**src/rtl/adc_scan_seq.sv**
```systemverilog
// ADC channel scan sequencer: walks the enabled channels in ascending order,
// averages 2^AVG_LOG2 conversions per channel and reports each average.
module adc_scan_seq #(
    parameter logic [7:0]  CH_MASK     = 8'hFF,
    parameter int unsigned AVG_LOG2    = 2,
    parameter int unsigned GAP_CYC     = 16,
    parameter int unsigned TIMEOUT_CYC = 1023
) (
    input  logic        clk,
    input  logic        rst_n,
    input  logic        start,
    input  logic        continuous,
    input  logic        stop,
    output logic        conv_go,
    output logic [2:0]  addr,
    input  logic [11:0] adc_data,
    input  logic        conv_done,
    output logic [11:0] res_data,
    output logic [2:0]  res_ch,
    output logic        res_valid,
    output logic        busy,
    output logic        timeout_err
);

    localparam int unsigned ACC_W     = 12 + AVG_LOG2;
    localparam int unsigned CNT_W     = AVG_LOG2 + 1;
    localparam int unsigned CNT_MAX   = (1 << AVG_LOG2) - 1;
    localparam int unsigned GAP_W     = (GAP_CYC > 1) ? $clog2(GAP_CYC) : 1;
    localparam int unsigned GAP_LAST  = (GAP_CYC > 0) ? GAP_CYC - 1 : 0;
    localparam int unsigned TMO_W     = (TIMEOUT_CYC > 1) ? $clog2(TIMEOUT_CYC) : 1;
    localparam int unsigned TMO_LAST  = (TIMEOUT_CYC > 0) ? TIMEOUT_CYC - 1 : 0;

    localparam logic [1:0] S_IDLE  = 2'd0;
    localparam logic [1:0] S_ISSUE = 2'd1;
    localparam logic [1:0] S_WAIT  = 2'd2;
    localparam logic [1:0] S_GAP   = 2'd3;

    // Lowest enabled channel, resolved at elaboration
    function automatic logic [2:0] first_enabled(input logic [7:0] m);
        logic [2:0] r;
        r = '0;
        for (int i = 7; i >= 0; i--) begin
            if (m[i]) r = 3'(i);
        end
        return r;
    endfunction

    localparam logic [2:0] FIRST_CH = first_enabled(CH_MASK);

    logic [1:0]       state, state_d;
    logic [ACC_W-1:0] acc, acc_d, acc_sum;
    logic [CNT_W-1:0] cnt, cnt_d;
    logic [GAP_W-1:0] gap_cnt, gap_d;
    logic [TMO_W-1:0] tmo_cnt, tmo_d;
    logic             cont, cont_d;
    logic             stop_pend, stop_pend_d;
    logic             conv_go_d, res_valid_d, busy_d, timeout_err_d;
    logic [2:0]       addr_d, res_ch_d, nxt_ch;
    logic [11:0]      res_data_d;
    logic             nxt_found;

    // State and registered outputs
    always_ff @(posedge clk or negedge rst_n) begin
        if (!rst_n) begin
            state       <= S_IDLE;
            acc         <= '0;
            cnt         <= '0;
            gap_cnt     <= '0;
            tmo_cnt     <= '0;
            cont        <= 1'b0;
            stop_pend   <= 1'b0;
            conv_go     <= 1'b0;
            addr        <= '0;
            res_data    <= '0;
            res_ch      <= '0;
            res_valid   <= 1'b0;
            busy        <= 1'b0;
            timeout_err <= 1'b0;
        end else begin
            state       <= state_d;
            acc         <= acc_d;
            cnt         <= cnt_d;
            gap_cnt     <= gap_d;
            tmo_cnt     <= tmo_d;
            cont        <= cont_d;
            stop_pend   <= stop_pend_d;
            conv_go     <= conv_go_d;
            addr        <= addr_d;
            res_data    <= res_data_d;
            res_ch      <= res_ch_d;
            res_valid   <= res_valid_d;
            busy        <= busy_d;
            timeout_err <= timeout_err_d;
        end
    end

    // Next-state and next-output logic
    always_comb begin
        state_d       = state;
        acc_d         = acc;
        cnt_d         = cnt;
        gap_d         = gap_cnt;
        tmo_d         = tmo_cnt;
        cont_d        = cont;
        stop_pend_d   = stop_pend;
        addr_d        = addr;
        res_data_d    = res_data;
        res_ch_d      = res_ch;
        res_valid_d   = 1'b0;
        timeout_err_d = timeout_err;
        acc_sum       = acc + ACC_W'(adc_data);

        // Next enabled channel above the current one; falls back to the lowest
        nxt_ch    = FIRST_CH;
        nxt_found = 1'b0;
        for (int i = 7; i >= 0; i--) begin
            if (CH_MASK[i] && (3'(i) > addr)) begin
                nxt_ch    = 3'(i);
                nxt_found = 1'b1;
            end
        end

        case (state)
            S_IDLE: begin
                if (start && !stop && (CH_MASK != 8'h00)) begin
                    cont_d        = continuous;
                    addr_d        = FIRST_CH;
                    acc_d         = '0;
                    cnt_d         = '0;
                    timeout_err_d = 1'b0;
                    stop_pend_d   = 1'b0;
                    state_d       = S_ISSUE;
                end
            end
            S_ISSUE: begin
                tmo_d = '0;
                if (stop) stop_pend_d = 1'b1;
                state_d = S_WAIT;
            end
            S_WAIT: begin
                if (conv_done) begin
                    gap_d   = '0;
                    state_d = (GAP_CYC == 0) ? S_ISSUE : S_GAP;
                    if (cnt == CNT_W'(CNT_MAX)) begin
                        res_valid_d = 1'b1;
                        res_data_d  = 12'(acc_sum >> AVG_LOG2);
                        res_ch_d    = addr;
                        acc_d       = '0;
                        cnt_d       = '0;
                        addr_d      = nxt_ch;
                        if (!nxt_found && !cont) state_d = S_IDLE;
                    end else begin
                        acc_d = acc_sum;
                        cnt_d = cnt + CNT_W'(1);
                    end
                    // A stop seen with or before the completion ends the scan afterwards
                    if (stop || stop_pend) state_d = S_IDLE;
                end else if (tmo_cnt == TMO_W'(TMO_LAST)) begin
                    timeout_err_d = 1'b1;
                    state_d       = S_IDLE;
                end else begin
                    tmo_d = tmo_cnt + TMO_W'(1);
                    if (stop) stop_pend_d = 1'b1;
                end
            end
            S_GAP: begin
                if (stop) begin
                    state_d = S_IDLE;
                end else if (gap_cnt == GAP_W'(GAP_LAST)) begin
                    state_d = S_ISSUE;
                end else begin
                    gap_d = gap_cnt + GAP_W'(1);
                end
            end
            default: state_d = S_IDLE;
        endcase

        // Any return to idle drops partial averages and pending stops
        if (state_d == S_IDLE) begin
            acc_d       = '0;
            cnt_d       = '0;
            stop_pend_d = 1'b0;
        end

        conv_go_d = (state_d == S_ISSUE);
        busy_d    = (state_d != S_IDLE);
    end

endmodule
```
**config.mk**
```make
export PLATFORM = sky130hd
export DESIGN_NAME = adc_scan_seq
export DESIGN_NICKNAME = d
export VERILOG_FILES = /design/src/rtl/adc_scan_seq.sv
export SDC_FILE = /design/constraint.sdc
export NUM_CORES = 1
export LEC_CHECK = 0
export ABC_AREA = 0
export BUFFER_PORTS_ARGS = -buffer_cell sky130_fd_sc_hd__buf_2
export CAP_MARGIN = 15
export CORE_MARGIN = 3
export CORE_UTILIZATION = 45
export CTS_CLUSTER_SIZE = 30
export DETAILED_ROUTE_END_ITERATION = 12
export PLACE_DENSITY = 0.67
export SKIP_CTS_REPAIR_TIMING = 1
export SLEW_MARGIN = 10
export SYNTH_ARGS = -nofsm -noshare
export SYNTH_HDL_FRONTEND = slang
export SYNTH_SLANG_ARGS = --single-unit
export TNS_END_PERCENT = 100
```
**constraint.sdc**
```tcl
create_clock -name clk -period 1.92 [get_ports clk]
set_input_delay 0.576 -clock clk [delete_from_list [all_inputs] [get_ports clk]]
set_output_delay 0.576 -clock clk [all_outputs]
set_load 0.005 [all_outputs]
```
==> metrics.md, run 1 <==
| Metric | Value |
|---|---|
| Top_reg_cell synth | `dfrtp_1` |
| Maxcap violations | `0` |
| First-pass GRT wire length | `roughly 14000 µm` |
| Required time of the critical path | `around 2100 ps` |
| Num CTS Buffers | `9` |
| Top-area cell type share of the netlist area | `0.444` |
| # DRC | `0` |
| Final GP Congestion | `between 0.8 and 0.9` |
| CTS H-tree lvls | `3` |
| Crit end category | `flip-flop` |
| Largest net degree at the start of global routing | `24` |
| Arrival time at the worst endpoint | `~2300 ps` |
| Leak | `2.26 nW` |
| DIE HEIGHT | `slightly above 90 µm` |
| Hold Slack | `a little over 200 ps` |
| Commonest non-fill, non-tap cell in the layout | `buf_4` |
| Via count | `roughly 3000` |
| DR pass1 iterations | `5` |
| Total wire length | `just under 9000 µm` |
| Setup ws final | `-183 ps` |
| IO Pins | `40` |
| Critical path peak fanout | `3` |
| #FFs+latches synth | `between 50 and 60` |
| DIE AREA | `roughly 8000 µm²` |
| Startpoint type of the worst setup path | `flip-flop` |
| Initial core utilization | `0.468` |
| Post-layout min period | `around 2100 ps` |
| TritonCTS clock tree | `built` |
| Final setup viols | `21` |
| Most frequent cells in the layout | `70 x buf_4, 56 x dfrtp_1, 39 x buf_2` |
| Ant diodes | `0` |
| Port Buffer Count | `39` |
| Clk root buf | `clkbuf_8` |
| Synth area leader | `dfrtp_1` |
| R2R setup slack | `-180 ps` |
| Number of DRC markers in iteration 0 | `166` |
| TNS Setup | `-1900 ps` |
| Std-Cell Rows | `30` |
| Clock Skew | `~12 ps` |
| Clk buf depth | `2` |
| Critical path class | `flip-flop to flip-flop` |
| GR Layer Usage met3 | `0.0475` |
| Clk pwr share | `0.225` |
| Multi-input gate area | `2020 µm²` |
| Syn nets | `383` |
| Power density over cell area | `around 1100 nW/µm²` |
| Comb pwr share | `0.501` |
| Hold Crit Class | `primary input to asynchronous set/reset pin` |
| Post-synth EDFFs | `0` |
| Failing checks | `negative setup slack` |
| Sw Ratio | `0.378` |
| Met2 Usage GRT | `0.309` |
| Synth warn | `0` |
| Psw | `about 1.9 mW` |
| WL/cell | `approximately 16 µm` |
| Global route total overflow | `0` |
| Part of the power in registers | `0.274` |
| Clk_lat worst skew | `about 340 ps` |
| Register area share after synthesis | `0.444` |
| Max frequency | `between 400 and 500 MHz` |
| Fin crit share | `1.10` |
| Synth-to-Final Area Change | `45.8%` |
| Gr usage total | `0.206` |
| Busiest grt layer | `met2` |
| Distinct cells, synth | `44` |
| Least-Margin Pin Slew | `approximately 510 ps` |
| Routed Antenna Nets | `0` |
| Initial antenna violation count | `0` |
| IR drop worst, VDD | `0.562 mV` |
| Internal power | `roughly 3.1 mW` |
| Share of layout cells above drive strength 1 | `0.425` |
| Core Footprint | `around 6900 µm²` |
| Met1 capacity usage during global routing | `0.298` |
| Post-Synthesis Cells | `approximately 340` |
| Vias/cell | `between 5 and 6` |
| Seq. cell area | `approximately 1400 µm²` |
| Clock-pin slew on the worst setup and hold paths | `approximately 70 ps` |
| Top post-synthesis cells by area | `dfrtp_1 44%, ha_1 7.8%, nor2_1 4.7%` |
| Mean post-synth cell area | `~9.3 µm²` |
| Vias in the first global route | `about 2900` |
| Final nets | `~500` |
| Placed insts | `542` |
| Hold Vio Cnt, Final | `0` |
| Ys async rst share | `1.00` |
| Status | `finished with violations` |
| RSZ-0062 raised after global routing | `yes` |
| Slew Limit Fails | `0` |
| Die outline width | `between 90 and 100 µm` |
| Rel. slew slack | `0.659` |
| DP HPWL | `slightly below 6000 µm` |
| Finished Layout Cells | `~560` |
| Fillers | `about 520` |
| Num Clock Sinks | `57` |
| Post-Syn Area | `roughly 3200 µm²` |
==> sequential cells by signal, indices dropped and copies added (netlist names), 2 cells and up <==
name / count
acc: 14
addr: 3
cnt: 3
gap_cnt: 4
res_ch: 3
res_data: 12
state: 2
tmo_cnt: 10
==> Yosys cell counts, types with 6 or more instances <==
master    count
mux2_2        7
xnor2_1      13
inv_1        12
nand2_1      34
nand4_1       7
dfrtp_1      57
nand2b_1      6
a31oi_1       7
o21ai_0      25
nor2_1       40
a21oi_1      24
xor2_1        7
clkbuf_1      6
a22oi_1       7
nand3_1      13
nor3_1        7
ha_1         20
==> cell families (layout without fill, tap and decap cells) <==
kind of cell               Yosys count  in the layout  synth area share
DFF                                 57             57             0.444
buffers and inverters               22            144            0.0300
AOI/OAI and AO/OA                   88             88             0.170
muxes                                8              8            0.0276
and+or+nand+nor                    128            128             0.190
xor gates and xnor gates            20             20            0.0545
adders and majority gates           21             21            0.0841
==> power by group through the flow <==
stage | Clock (mW) | Combinational, mW | Sequential [mW]
2_1_floorplan | 0 | 0.928 | 1.38
3_3_place_gp | 0 | 1.60 | 1.38
3_5_place_dp | 0 | 1.62 | 1.38
4_1_cts | 1.14 | 1.63 | 1.36
5_1_grt | 1.19 | 2.66 | 1.38
6_report | 1.12 | 2.51 | 1.37
==> critical path, cell delays in order, from the launching register on <==
cell,delay [ps]
dfrtp_1,410
ha_4,170
fa_2,370
a211oi_4,250
o21ai_2,120
a31o_2,280
a21oi_4,170
xnor2_1,130
o21ai_1,80
==> per-layer routing <==
| metal | up-vias | wire, µm |
|---|---|---|
| met1 | 1473 | 3980 |
| li1 | 1466 | - |
| met5 | - | 0 |
| met4 | 0 | 133 |
| met3 | 12 | 421 |
| met2 | 86 | 4200 |
==> worst paths after layout <==
kind | startpoint | to | depth (start not counted)
max | acc[0] | res_data[10] | 8
min | rst_n | acc[5] | 1
max in group asynchronous | rst_n | res_valid | 2
min reg2reg | res_data[11] | res_data[11] | 2
min in group clk | res_data[11] | res_data[11] | 2
max reg2reg | acc[0] | res_data[10] | 8
==> through the flow <==
stage / area, µm² / utilization / power, mW / setup WS, ps
6_report: 4690 / 0.682 / 5.00 / -183
5_1_grt: 4690 / 0.682 / 5.23 / -266
4_1_cts: 4310 / 0.627 / 4.13 / -227
3_5_place_dp: 4110 / 0.598 / 3.00 / -481
3_3_place_gp: 4110 / 0.598 / 2.98 / -439
2_1_floorplan: 3260 / - / 2.31 / -200
==> area by class of cell <==
| class | instances | area share |
|---|---|---|
| clock buffer | 14 | 0.0411 |
| tap | 96 | 0.0256 |
| inverter | 12 | 0.0101 |
| sequential | 57 | 0.305 |
| multi-input combinational | 265 | 0.431 |
| clock inverter | 1 | 0.00160 |
| timing repair buffer | 117 | 0.186 |
(Power assumes the default switching activity.)
==> run 2, diff against run 1 <==
- CELL_PAD_IN_SITES_DETAIL_PLACEMENT: unset -> 1
- CELL_PAD_IN_SITES_GLOBAL_PLACEMENT: unset -> 2
- CORE_UTILIZATION: 45 -> 33
- PLACE_DENSITY: 0.67 -> unset
- PLACE_DENSITY_LB_ADDON: unset -> 0.1
- SETUP_SLACK_MARGIN: unset -> 0.2
==> run 2 against run 1 <==
The flow still finishes with violations (negative setup slack). Via count is 6.2% higher. Sequential power hardly changed. Utilization is 10 points lower. Critical path depth is 1 higher. Total power is 20% higher. Largest cell class unchanged. Sequential share of layout area is 4.2 points lower. Clock power is 4% lower. Design area is 16% higher. Largest power group unchanged. Worst hold slack better by 20 ps. Cell count is 11% higher. Clock skew is 6.0 ps lower. Critical path type unchanged.
==> metrics.md, run 2 (synthesized netlist as in run 1, its figures left out) <==
| Metric | Value |
|---|---|
| Clk buf depth | `2` |
| Worst Reg-to-Reg Cells | `9` |
| DP HPWL | `just under 7000 µm` |
| Die outline width | `105 µm` |
| Fin crit share | `1.16` |
| Gr usage total | `0.176` |
| Initial core utilization | `0.343` |
| Hold Vio Cnt, Final | `0` |
| Num Clock Sinks | `between 50 and 60` |
| Arrival time at the worst endpoint | `between 2000 and 2500 ps` |
| Max frequency | `447 MHz` |
| Via count | `about 3200` |
| Met1 capacity usage during global routing | `0.239` |
| Largest register FFs | `14` |
| Startpoint type of the worst setup path | `flip-flop` |
| Setup ws final | `-317 ps` |
| Biggest register | `acc` |
| Post-layout min period | `around 2200 ps` |
| Required time of the critical path | `approximately 2200 ps` |
| Critical path class | `flip-flop to flip-flop` |
| TritonCTS clock tree | `built` |
| GR Layer Usage met3 | `0.0315` |
| IO Pins | `40` |
| Vias in the first global route | `3093` |
| # DRC | `0` |
| Slew Limit Fails | `0` |
| Num CTS Buffers | `9` |
| Maxcap violations | `0` |
| Initial antenna violation count | `0` |
| Busiest grt layer | `met2` |
| Share of layout cells above drive strength 1 | `0.540` |
| Final GP Congestion | `roughly 0.78` |
| Fillers | `1044` |
| Clock Skew | `between 5 and 6 ps` |
| Critical path peak fanout | `3` |
| Crit path buf inv count | `1` |
| Leak | `2.46 nW` |
| Clk root buf | `clkbuf_8` |
| Largest net degree at the start of global routing | `just under 60` |
| First-pass GRT wire length | `between 15000 and 20000 µm` |
| Final setup viols | `24` |
| Critical Path Slowest Stage Cell | `fa_2` |
| Hold Slack | `227 ps` |
| Slowest cell delay on critical path | `420 ps` |
| Power density over cell area | `about 1100 nW/µm²` |
| Most frequent cells in the layout | `73 x buf_4, 56 x dfrtp_1, 39 x buf_2` |
| Core Footprint | `around 9400 µm²` |
| Met2 Usage GRT | `0.285` |
| Ant diodes | `0` |
| Vias/cell | `between 5 and 6` |
| Crit-path cells | `ha_4 > fa_2 > a211oi_4 > buf_4 > o21bai_1 > a21oi_2 > xnor2_1 > a22oi_1 > nor2_1` |
| Final nets | `528` |
| Regs by FF count | `acc (14), res_data (12), tmo_cnt (10)` |
| Global route total overflow | `0` |
| Crit end category | `flip-flop` |
| RSZ-0062 raised after global routing | `yes` |
| Crit path max-delay family | `compound AO/OA/AOI/OAI gates` |
| Clk_lat worst skew | `approximately 350 ps` |
| IR drop worst, VDD | `about 0.97 mV` |
| Rel. slew slack | `0.776` |
| Clock-pin slew on the worst setup and hold paths | `~70 ps` |
| Port Buffer Count | `39` |
| Commonest non-fill, non-tap cell in the layout | `buf_4` |
| Total wire length | `11800 µm` |
| CTS H-tree lvls | `3` |
| Failing checks | `negative setup slack` |
| Levels on crit path | `9` |
| TNS Setup | `-3190 ps` |
| Synth-to-Final Area Change | `68.9%` |
| Status | `finished with violations` |
| DIE AREA | `roughly 11000 µm²` |
| Hold Crit Class | `primary input to asynchronous set/reset pin` |
| WL/cell | `between 15 and 20 µm` |
| DIE HEIGHT | `between 100 and 150 µm` |
| DR pass1 iterations | `4` |
| Std-Cell Rows | `35` |
| Least-Margin Pin Slew | `333 ps` |
| Number of DRC markers in iteration 0 | `95` |
| Routed Antenna Nets | `0` |
[run 2: changes by cell type in the layout (fill, tap and decap cells not counted), sizes merged]
cell,previous run,this run
buf,115,140
clkinv,0,3
clkinvlp,1,0
nor2,41,42
[run 2: worst register-to-register path, delay by kind of cell, from the launching register on]
kind / cells / cell delay, ps
AO/OA/AOI/OAI: 4 / 770
XOR/XNOR: 1 / 120
adder cells (fa/ha/maj): 2 / 600
buffers and inverters: 1 / 160
flip-flops: 1 / 410
AND/OR/NAND/NOR: 1 / 60
[run 2: stage by stage]
step                setup WS (ps)  cells   util  power [mW]  area [µm²]
CTS                          -293    591  0.468        4.29        4390
global route                 -381    623  0.579        6.28        5430
global placement             -502    575  0.450        3.20        4210
finish                       -317    623  0.579        6.00        5430
floorplan                    -200    344      -        2.38        3330
detailed placement           -563    575  0.450        3.22        4210
[run 2: final timing paths]
path	end	from	slack, ps
worst max-delay path	acc[6]	acc[0]	-320
worst min-delay path	acc[9]	rst_n	230
worst max register to register	acc[6]	acc[0]	-320
worst min register to register	res_data[9]	res_data[9]	470
max in group asynchronous	state[1]	rst_n	1400
min in group clk	cont	continuous	460
[run 2: layout make-up]
cell class                      count  area [µm²]  share of cell area
Multi-Input combinational cell    266        2430               0.447
Timing Repair Buffer              143        1190               0.219
Inverter                           12        47.5             0.00876
Sequential cell                    57        1430               0.263
Clock inverter                      3        15.0             0.00277
Clock buffer                       13         159              0.0293
Tap cell                          129         161              0.0297
[run 2: power by group]
group          leakage [nW]  total (mW)  switching [mW]  internal [mW]
Sequential            0.787        1.38          0.0828           1.30
Clock                0.0932        1.08           0.546          0.534
Combinational          1.58        3.53            1.84           1.70
[run 2: metal layers]
layer | share of wire | wire length (µm) | vias up
met5 | 0 | 0 | -
met4 | 0.018 | 211 | 0
li1 | - | - | 1516
met2 | 0.51 | 5960 | 49
met3 | 0.028 | 326 | 17
met1 | 0.45 | 5260 | 1643
==> run 3, diff against run 2 <==
- CORE_UTILIZATION: 33 -> 36
- clock period: 1.92 -> 2.5 ns (I/O delays scaled with it)
==> run 3 against run 2 <==
The run now ends clean. Critical path depth decreased by 1. Register-to-register slack better by 670 ps. Global-route usage increased by 0.33 points. Sequential power is 23% lower. Cell count down 16%. Critical endpoint is now acc[11]. Highest routed layer unchanged.
==> metrics.md, run 3 (synthesized netlist as in run 1, its figures left out) <==
| Metric | Value |
|---|---|
| Rel. slew slack | `0.691` |
| # DRC | `0` |
| Biggest register | `acc` |
| Multi-input gate area | `about 1800 µm²` |
| Leak | `1.91 nW` |
| Maxcap violations | `0` |
| DIE HEIGHT | `around 100 µm` |
| Routed Antenna Nets | `0` |
| R2r startpoint | `state[0]` |
| Slew Limit Fails | `0` |
| Arrival time at the worst endpoint | `~2400 ps` |
| R2R Path End | `tmo_cnt[9]` |
| Crit path max-delay family | `compound AO/OA/AOI/OAI gates` |
| Max frequency | `between 400 and 500 MHz` |
| Final nets | `approximately 450` |
| Power density over cell area | `around 790 nW/µm²` |
| Setup ws final | `316 ps` |
| Fillers | `around 1000` |
| Commonest non-fill, non-tap cell in the layout | `dfrtp_1` |
| Std-Cell Rows | `33` |
| Seq. cell area | `1430 µm²` |
| Fin crit share | `0.873` |
| IR drop worst, VDD | `around 0.96 mV` |
| Post-layout min period | `about 2200 ps` |
| TNS Setup | `0 ps` |
| DIE AREA | `between 10000 and 15000 µm²` |
| Critical path peak fanout | `5` |
| Crit end category | `flip-flop` |
| Synth-to-Final Area Change | `25.1%` |
| Critical Path Slowest Stage Cell | `ha_1` |
| Required time of the critical path | `approximately 2800 ps` |
| Share of layout cells above drive strength 1 | `0.255` |
| Ant diodes | `0` |
| Initial antenna violation count | `0` |
| Startpoint type of the worst setup path | `primary input` |
| Largest register FFs | `14` |
| Pre-CTS WS | `-129 ps` |
| Least-Margin Pin Slew | `463 ps` |
| RSZ-0062 raised after global routing | `yes` |
| CTS H-tree lvls | `3` |
| Largest net degree at the start of global routing | `58` |
| Via count | `2786` |
| Finished Layout Cells | `525` |
| Clk buf depth | `2` |
| Initial core utilization | `0.382` |
| Num Clock Sinks | `57` |
| Hold Crit Class | `primary input to asynchronous set/reset pin` |
| Slowest cell delay on critical path | `around 400 ps` |
| Die outline width | `100 µm` |
| WL/cell | `around 16 µm` |
| Clk root buf | `clkbuf_8` |
| Final setup viols | `0` |
| Port Buffer Count | `39` |
| Most frequent cells in the layout | `56 x dfrtp_1, 40 x nor2_1, 39 x buf_2` |
| First-pass GRT wire length | `about 14000 µm` |
| Most used cell, CP | `a21oi_1` |
| Cell Area, Placed | `between 3000 and 4000 µm²` |
| Critical path class | `primary input to flip-flop` |
| Cell area after layout | `around 4000 µm²` |
| Hold Slack | `417 ps` |
| Status | `finished, final reports clean` |
| TritonCTS clock tree | `built` |
| Number of DRC markers in iteration 0 | `100` |
| Global route total overflow | `0` |
| Hold Vio Cnt, Final | `0` |
| DP HPWL | `~6000 µm` |
| Clk_lat worst skew | `~330 ps` |
| Core Footprint | `about 8400 µm²` |
| Regs by FF count | `acc (14), res_data (12), tmo_cnt (10)` |
| Vias in the first global route | `around 2800` |
| Total wire length | `8510 µm` |
| Crit path buf inv count | `1` |
| R2R setup slack | `350 ps` |
| Final GP Congestion | `0.795` |
| Vias/cell | `5.31` |
| Crit-path cells | `buf_2 > ha_1 > a21oi_1 > a21oi_1 > o21ai_1 > nor2b_1 > or3_1 > a31oi_1` |
| DR pass1 iterations | `4` |
| Clock Skew | `approximately 6.3 ps` |
| Clock-pin slew on the worst setup and hold paths | `around 60 ps` |
| Worst Reg-to-Reg Cells | `8` |
| Gr usage total | `0.179` |
| Core Util, Final | `0.477` |
| Num CTS Buffers | `9` |
| Placed insts | `around 500` |
| Design Power | `between 3 and 4 mW` |
| IO Pins | `40` |
==> run 3: metal layers <==
| layer | vias to the layer above | share of wire | GRT usage |
|---|---|---|---|
| li1 | 1373 | - | - |
| met1 | 1357 | 0.50 | 0.253 |
| met2 | 44 | 0.45 | 0.280 |
| met3 | 12 | 0.031 | 0.0304 |
| met4 | 0 | 0.015 | 0.0591 |
| met5 | - | 0 | 0 |
==> run 3: area by class of cell <==
cell class,instances,share of cell area
Timing Repair Buffer,70,0.113
Multi-Input combinational cell,265,0.442
Sequential cell,57,0.355
Clock buffer,13,0.0370
Clock inverter,3,0.00996
Tap cell,105,0.0327
Inverter,12,0.0112
==> run 3: how the worst max path moves through the flow <==
| stage | startpoint | to | slack (ps) | cells after the start |
|---|---|---|---|---|
| 2_1_floorplan | adc_data[0] | acc[12] | 200 | 8 |
| 3_3_place_gp | adc_data[0] | res_data[8] | -50 | 9 |
| 3_5_place_dp | adc_data[0] | acc[8] | -130 | 9 |
| 4_1_cts | cnt[0] | acc[1] | 120 | 8 |
| 5_1_grt | adc_data[2] | acc[11] | 190 | 8 |
| 6_report | adc_data[2] | acc[11] | 320 | 8 |
==> run 3: power by group <==
| part | internal (mW) | total (mW) | leakage [nW] | switching (mW) |
|---|---|---|---|---|
| logic | 0.507 | 1.25 | 1.03 | 0.745 |
| registers | 0.999 | 1.06 | 0.787 | 0.0635 |
| clock network | 0.486 | 0.854 | 0.0974 | 0.368 |
| total | 1.99 | 3.17 | 1.91 | 1.18 |
